==> src/rtl/nibble_adder_pkg.sv <==
// nibble_adder_pkg: shared state encoding and nibble width for the serial adder.
package nibble_adder_pkg;
    localparam int NIBBLE_W = 4;
    typedef enum logic [1:0] {
        ST_IDLE = 2'd0,
        ST_RUN  = 2'd1,
        ST_DONE = 2'd2
    } state_e;
endpackage

==> src/rtl/adder4.sv <==
// adder4: combinational 4-bit adder with carry in/out, the shared nibble datapath.
module adder4 (
    input  logic [3:0] a,
    input  logic [3:0] b,
    input  logic       cin,
    output logic [3:0] sum,
    output logic       cout
);
    assign {cout, sum} = {1'b0, a} + {1'b0, b} + {4'b0, cin};
endmodule

==> src/rtl/nibble_serial_adder.sv <==
// nibble_serial_adder: WIDTH-bit add, one nibble per clock LSB first through one adder4.
// Define NIBBLE_ADD_OVF_EN to add the registered two's-complement overflow output ovf.
module nibble_serial_adder
    import nibble_adder_pkg::*;
#(
    parameter int WIDTH = 16
) (
    input  logic             clk,
    input  logic             rst_n,
    input  logic             in_valid,
    output logic             in_ready,
    input  logic [WIDTH-1:0] a,
    input  logic [WIDTH-1:0] b,
    input  logic             cin,
    output logic             out_valid,
    input  logic             out_ready,
    output logic [WIDTH-1:0] sum,
`ifdef NIBBLE_ADD_OVF_EN
    output logic             ovf,
`endif
    output logic             cout,
    output logic             busy
);
    localparam int NIBBLES = WIDTH / NIBBLE_W;
    localparam int IW = NIBBLES > 1 ? $clog2(NIBBLES) : 1;

    state_e state_q, state_d;
    logic [WIDTH-1:0] a_q, a_d, b_q, b_d, sum_q, sum_d;
    logic [IW-1:0] idx_q, idx_d;
    logic carry_q, carry_d, cout_q, cout_d;
    logic [NIBBLE_W-1:0] nib_a, nib_b, nib_sum;
    logic nib_cout, accept, run, last;

    assign accept = state_q == ST_IDLE && in_valid;
    assign run = state_q == ST_RUN;
    assign last = idx_q == IW'(NIBBLES - 1);
    assign nib_a = a_q[NIBBLE_W*int'(idx_q) +: NIBBLE_W];
    assign nib_b = b_q[NIBBLE_W*int'(idx_q) +: NIBBLE_W];

    adder4 u_adder4 (
        .a    (nib_a),
        .b    (nib_b),
        .cin  (carry_q),
        .sum  (nib_sum),
        .cout (nib_cout)
    );

    always_comb begin
        state_d = state_q;
        a_d = a_q;
        b_d = b_q;
        sum_d = sum_q;
        cout_d = cout_q;
        idx_d = idx_q;
        carry_d = carry_q;
        if (accept) begin
            a_d = a;
            b_d = b;
            carry_d = cin;
            idx_d = '0;
            sum_d = '0;
            state_d = ST_RUN;
        end else if (run) begin
            sum_d[NIBBLE_W*int'(idx_q) +: NIBBLE_W] = nib_sum;
            carry_d = nib_cout;
            idx_d = idx_q + 1'b1;
            if (last) begin
                cout_d = nib_cout;
                state_d = ST_DONE;
            end
        end else if (state_q == ST_DONE && out_ready) begin
            state_d = ST_IDLE;
        end
    end

    always_ff @(posedge clk) begin
        if (!rst_n) begin
            state_q <= ST_IDLE;
            a_q <= '0;
            b_q <= '0;
            sum_q <= '0;
            cout_q <= 1'b0;
            idx_q <= '0;
            carry_q <= 1'b0;
        end else begin
            state_q <= state_d;
            a_q <= a_d;
            b_q <= b_d;
            sum_q <= sum_d;
            cout_q <= cout_d;
            idx_q <= idx_d;
            carry_q <= carry_d;
        end
    end

`ifdef NIBBLE_ADD_OVF_EN
    logic ovf_q, ovf_d;
    // The final nibble's sum MSB is the result MSB, so overflow is known on the last RUN cycle.
    always_comb begin
        ovf_d = accept ? 1'b0
              : (run && last) ? (a_q[WIDTH-1] == b_q[WIDTH-1]) && (nib_sum[NIBBLE_W-1] != a_q[WIDTH-1])
              : ovf_q;
    end

    always_ff @(posedge clk) begin
        if (!rst_n) ovf_q <= 1'b0;
        else ovf_q <= ovf_d;
    end

    assign ovf = ovf_q;
`endif

    assign in_ready = state_q == ST_IDLE;
    assign out_valid = state_q == ST_DONE;
    assign busy = state_q == ST_RUN || state_q == ST_DONE;
    assign sum = sum_q;
    assign cout = cout_q;
endmodule

==> config.mk <==
export PLATFORM = sky130hd
export DESIGN_NAME = nibble_serial_adder
export DESIGN_NICKNAME = d
export VERILOG_FILES = /design/src/rtl/nibble_adder_pkg.sv /design/src/rtl/adder4.sv /design/src/rtl/nibble_serial_adder.sv
export SDC_FILE = /design/constraint.sdc
export NUM_CORES = 1
export LEC_CHECK = 0
export CORE_ASPECT_RATIO = 0.8
export CORE_UTILIZATION = 54
export DETAILED_ROUTE_END_ITERATION = 7
export PLACE_DENSITY = 0.82
export SYNTH_ARGS = -nofsm -noshare
export SYNTH_HDL_FRONTEND = slang
export SYNTH_HIERARCHICAL = 1
export SYNTH_SLANG_ARGS = --single-unit
==> constraint.sdc <==
create_clock -name clk -period 5.61 [get_ports clk]
set_input_delay 0.8415 -clock clk [delete_from_list [all_inputs] [get_ports clk]]
set_output_delay 0.8415 -clock clk [all_outputs]
set_load 0.02 [all_outputs]
==> results.md <==
- Ys flop type: dfxtp_1
- Fin. Hold Viols: 0
- Final setup vio count: 0
- All-Layer GR Usage: 22.5%
- # clock sinks: 54
- Die ar.: 5110 um2
- Worst hold slack: 0.456 ns
- EDFF count, synth: 0
- Syn Nets: 330
- Hold_buf cts: 0
- Worst path most repeated cell: fa_1
- GR Overflow Total: 0
- Number of buffers created by CTS: 5
- Chip width: 79.7 um
- Yosys cell types: 38
- Reg-to-Reg End: carry_q
- Dpl cell area: 3150 um2
- First-pass GRT wire length: 8.92 mm
- Worst setup EP type: register
- Core Area: 4620 um2
- Largest cells by area after synthesis: dfxtp_1, nand2_1, a21boi_0, mux4_1, ha_1
- R2R setup slack: 2.30 ns
- Port Buffer Count: 56
- Fmax: 0.302 GHz
- Critical Path AT: 3.51 ns
- # rows: 22
- Crit share post-route: 59.0%
- Crit. Startpoint: idx_q[0]
- RSZ-0062 raised after global routing: no
- DRT antenna net count: 0
- Post-CTS Setup Bufs: 0
- Worst-margin pin slew: 1.06 ns
- Worst relative slew slack: 29.2%
- R2R cell count: 10
- RePlAce Congestion: 0.828
- Critical R2R Launch: idx_q[0]
- Drt pass-1 iters: 6
- Layout cell share with drive strength beyond 1: 3.69%
- I/O Pins: 57
- Status: completed
- Max clock buf depth: 2
- Leak pwr: 1.21 nW
- Clock skew: 0.00363 ns
- HPWL Detailed: 3.70 mm
- Post-synthesis cell area: 2610 um2
- Yosys top cell area share: 41.5%
- Mean Syn Cell Area: 9.38 um2
- Crit start category: register
- Final Max Slew Viols: 0
- Clock transition at the registers of the reported paths: 0.09 ns
- Layout area overhead: 23.7%
- Yosys reg bits: 54
- Sequential area share after synthesis: 41.5%
- CTS tree: done
- CTS root buf: clkbuf_8
- Synth Instances: 278
- Slowest stage delay, CP: 1.03 ns
- Fin area: 3220 um2
- Peak VDD IR: 0.000145 V
- CP required: 5.81 ns
- Number of global-route vias before repair: 2026
- Most common cell after layout, fill and taps aside: nand2_1
- Number of fill cells: 389
- WL per Instance: 13.3 um
- # diodes: 0
- Via/cell ratio: 5.36
- Crit path capture: carry_q
- H-tree levels: 2
- Largest net degree at the start of global routing: 39
- Power density over the cells: 242 nW/um2
- First-iteration detailed-routing DRC count: 74
- Routed wire length: 5.10 mm
- Final #Nets: 377
- Hold/Removal Path Class: register to register
- Clk_lat worst skew: 0.30 ns
- Crit path cell chain: mux4_1 > fa_1 > inv_1 > fa_1 > nor2b_1 > o21ai_0 > nand2b_1 > mux2i_1 > nand2_1 > o211a_1
- Initial Util: 56.4%
- DRC viols: 0
- Die Y: 64.2 um
- Via count: 2062
- Final setup TNS: 0 ns
- Crit-path slowest cell: dfxtp_1
- CP Max Fanout: 21
- Ys async rst share: 0%
- Post-CTS sizing: 0
- Fin util: 69.7%
- Antenna violations before repair: 0
- Number of max-cap violations: 0
- Minimum clock period: 3.31 ns
- Synthesis warning total: 6
- Most frequent cells in the layout: nand2_1, clkdlybuf4s50_1, dfxtp_1
- Critical path class: register to register
- Leading area contributor after synthesis: dfxtp_1
[sequential cells by signal, indices dropped and copies added (netlist names)]
| signal | flops |
|---|---|
| sum | 16 |
| b_q | 16 |
| carry_q | 1 |
| state_q | 2 |
| cout | 1 |
| a_q | 16 |
| idx_q | 2 |
[metal layers]
metal  GRT usage (%)  vias up  wire, um
met5               0        -         0
met3            5.14        7       204
met1            27.1      959      2400
met2            40.0       48      2450
li1                -     1048         -
met4            5.91        0        55
[logic make-up after synthesis]
| family | count (synthesis) | synth area share (%) |
|---|---|---|
| simple gates | 114 | 20.1 |
| compound gates | 56 | 15.5 |
| flops | 54 | 41.5 |
| buf+inv | 25 | 5.09 |
| fa+ha+maj | 15 | 7.77 |
| mux | 11 | 9.07 |
| xor+xnor | 3 | 1.01 |
[cell type report]
cell class	count	area, um2	area share, %
well taps	60	75.1	2.33
flip-flops and latches	54	1080	33.5
clock buffers	7	76.3	2.37
repair buffers	57	568	17.6
inverters	8	30.0	0.931
multi-input cells	199	1390	43.2
[how the worst min path moves through the flow]
stage / endpoint / slack, ns / cells past startpoint / start
6_report: sum[8] / 0.46 / 2 / sum[8]
5_1_grt: a_q[14] / 0.48 / 2 / a_q[14]
4_1_cts: sum[8] / 0.46 / 2 / sum[8]
3_5_place_dp: sum[8] / 0.45 / 2 / sum[8]
3_3_place_gp: a_q[14] / 0.44 / 2 / a_q[14]
2_1_floorplan: a_q[8] / 0.43 / 2 / a_q[8]
[cells in the mapped netlist, types with 2 or more instances]
cell      number
a21boi_0      29
a21boi_1       5
a21oi_1        7
a22oi_1        4
a32oi_1        4
and3b_1        2
buf_2          7
buf_4          3
clkbuf_1       4
dfxtp_1       54
fa_1           2
ha_1          13
inv_1          8
mux2i_1        3
mux4_1         7
nand2_1       82
nand2b_1       2
nand3_1        4
nand4_1        6
nor2_1        10
o21ai_0        2
o22ai_1        2
xnor2_1        3
[per-stage QoR]
step           power (W)  cells  setup slack (ns)
2_1_floorplan   0.000537    278              3.12
3_3_place_gp    0.000582    378              2.50
3_5_place_dp    0.000588    378              2.36
4_1_cts         0.000785    385              2.32
5_1_grt         0.000823    385              2.13
6_report        0.000780    385              2.30
[power breakdown]
part           switching, W  internal, W  total (W)  leakage [nW]
clock              0.000115    0.0000862   0.000202        0.0383
combinational     0.0000810    0.0000757   0.000157         0.734
sequential        0.0000176     0.000404   0.000422         0.441
total              0.000214     0.000566   0.000780          1.21
[worst max-delay path: cells and delay by family (launching register included)]
family          cells  cell delay (ns)
fa+ha+maj           2             0.67
simple gates        3             0.23
buf+inv             1             0.09
compound gates      2             0.32
mux                 2             0.86
flops               1             1.03
Note: power is estimated with default switching activity, not from simulation.
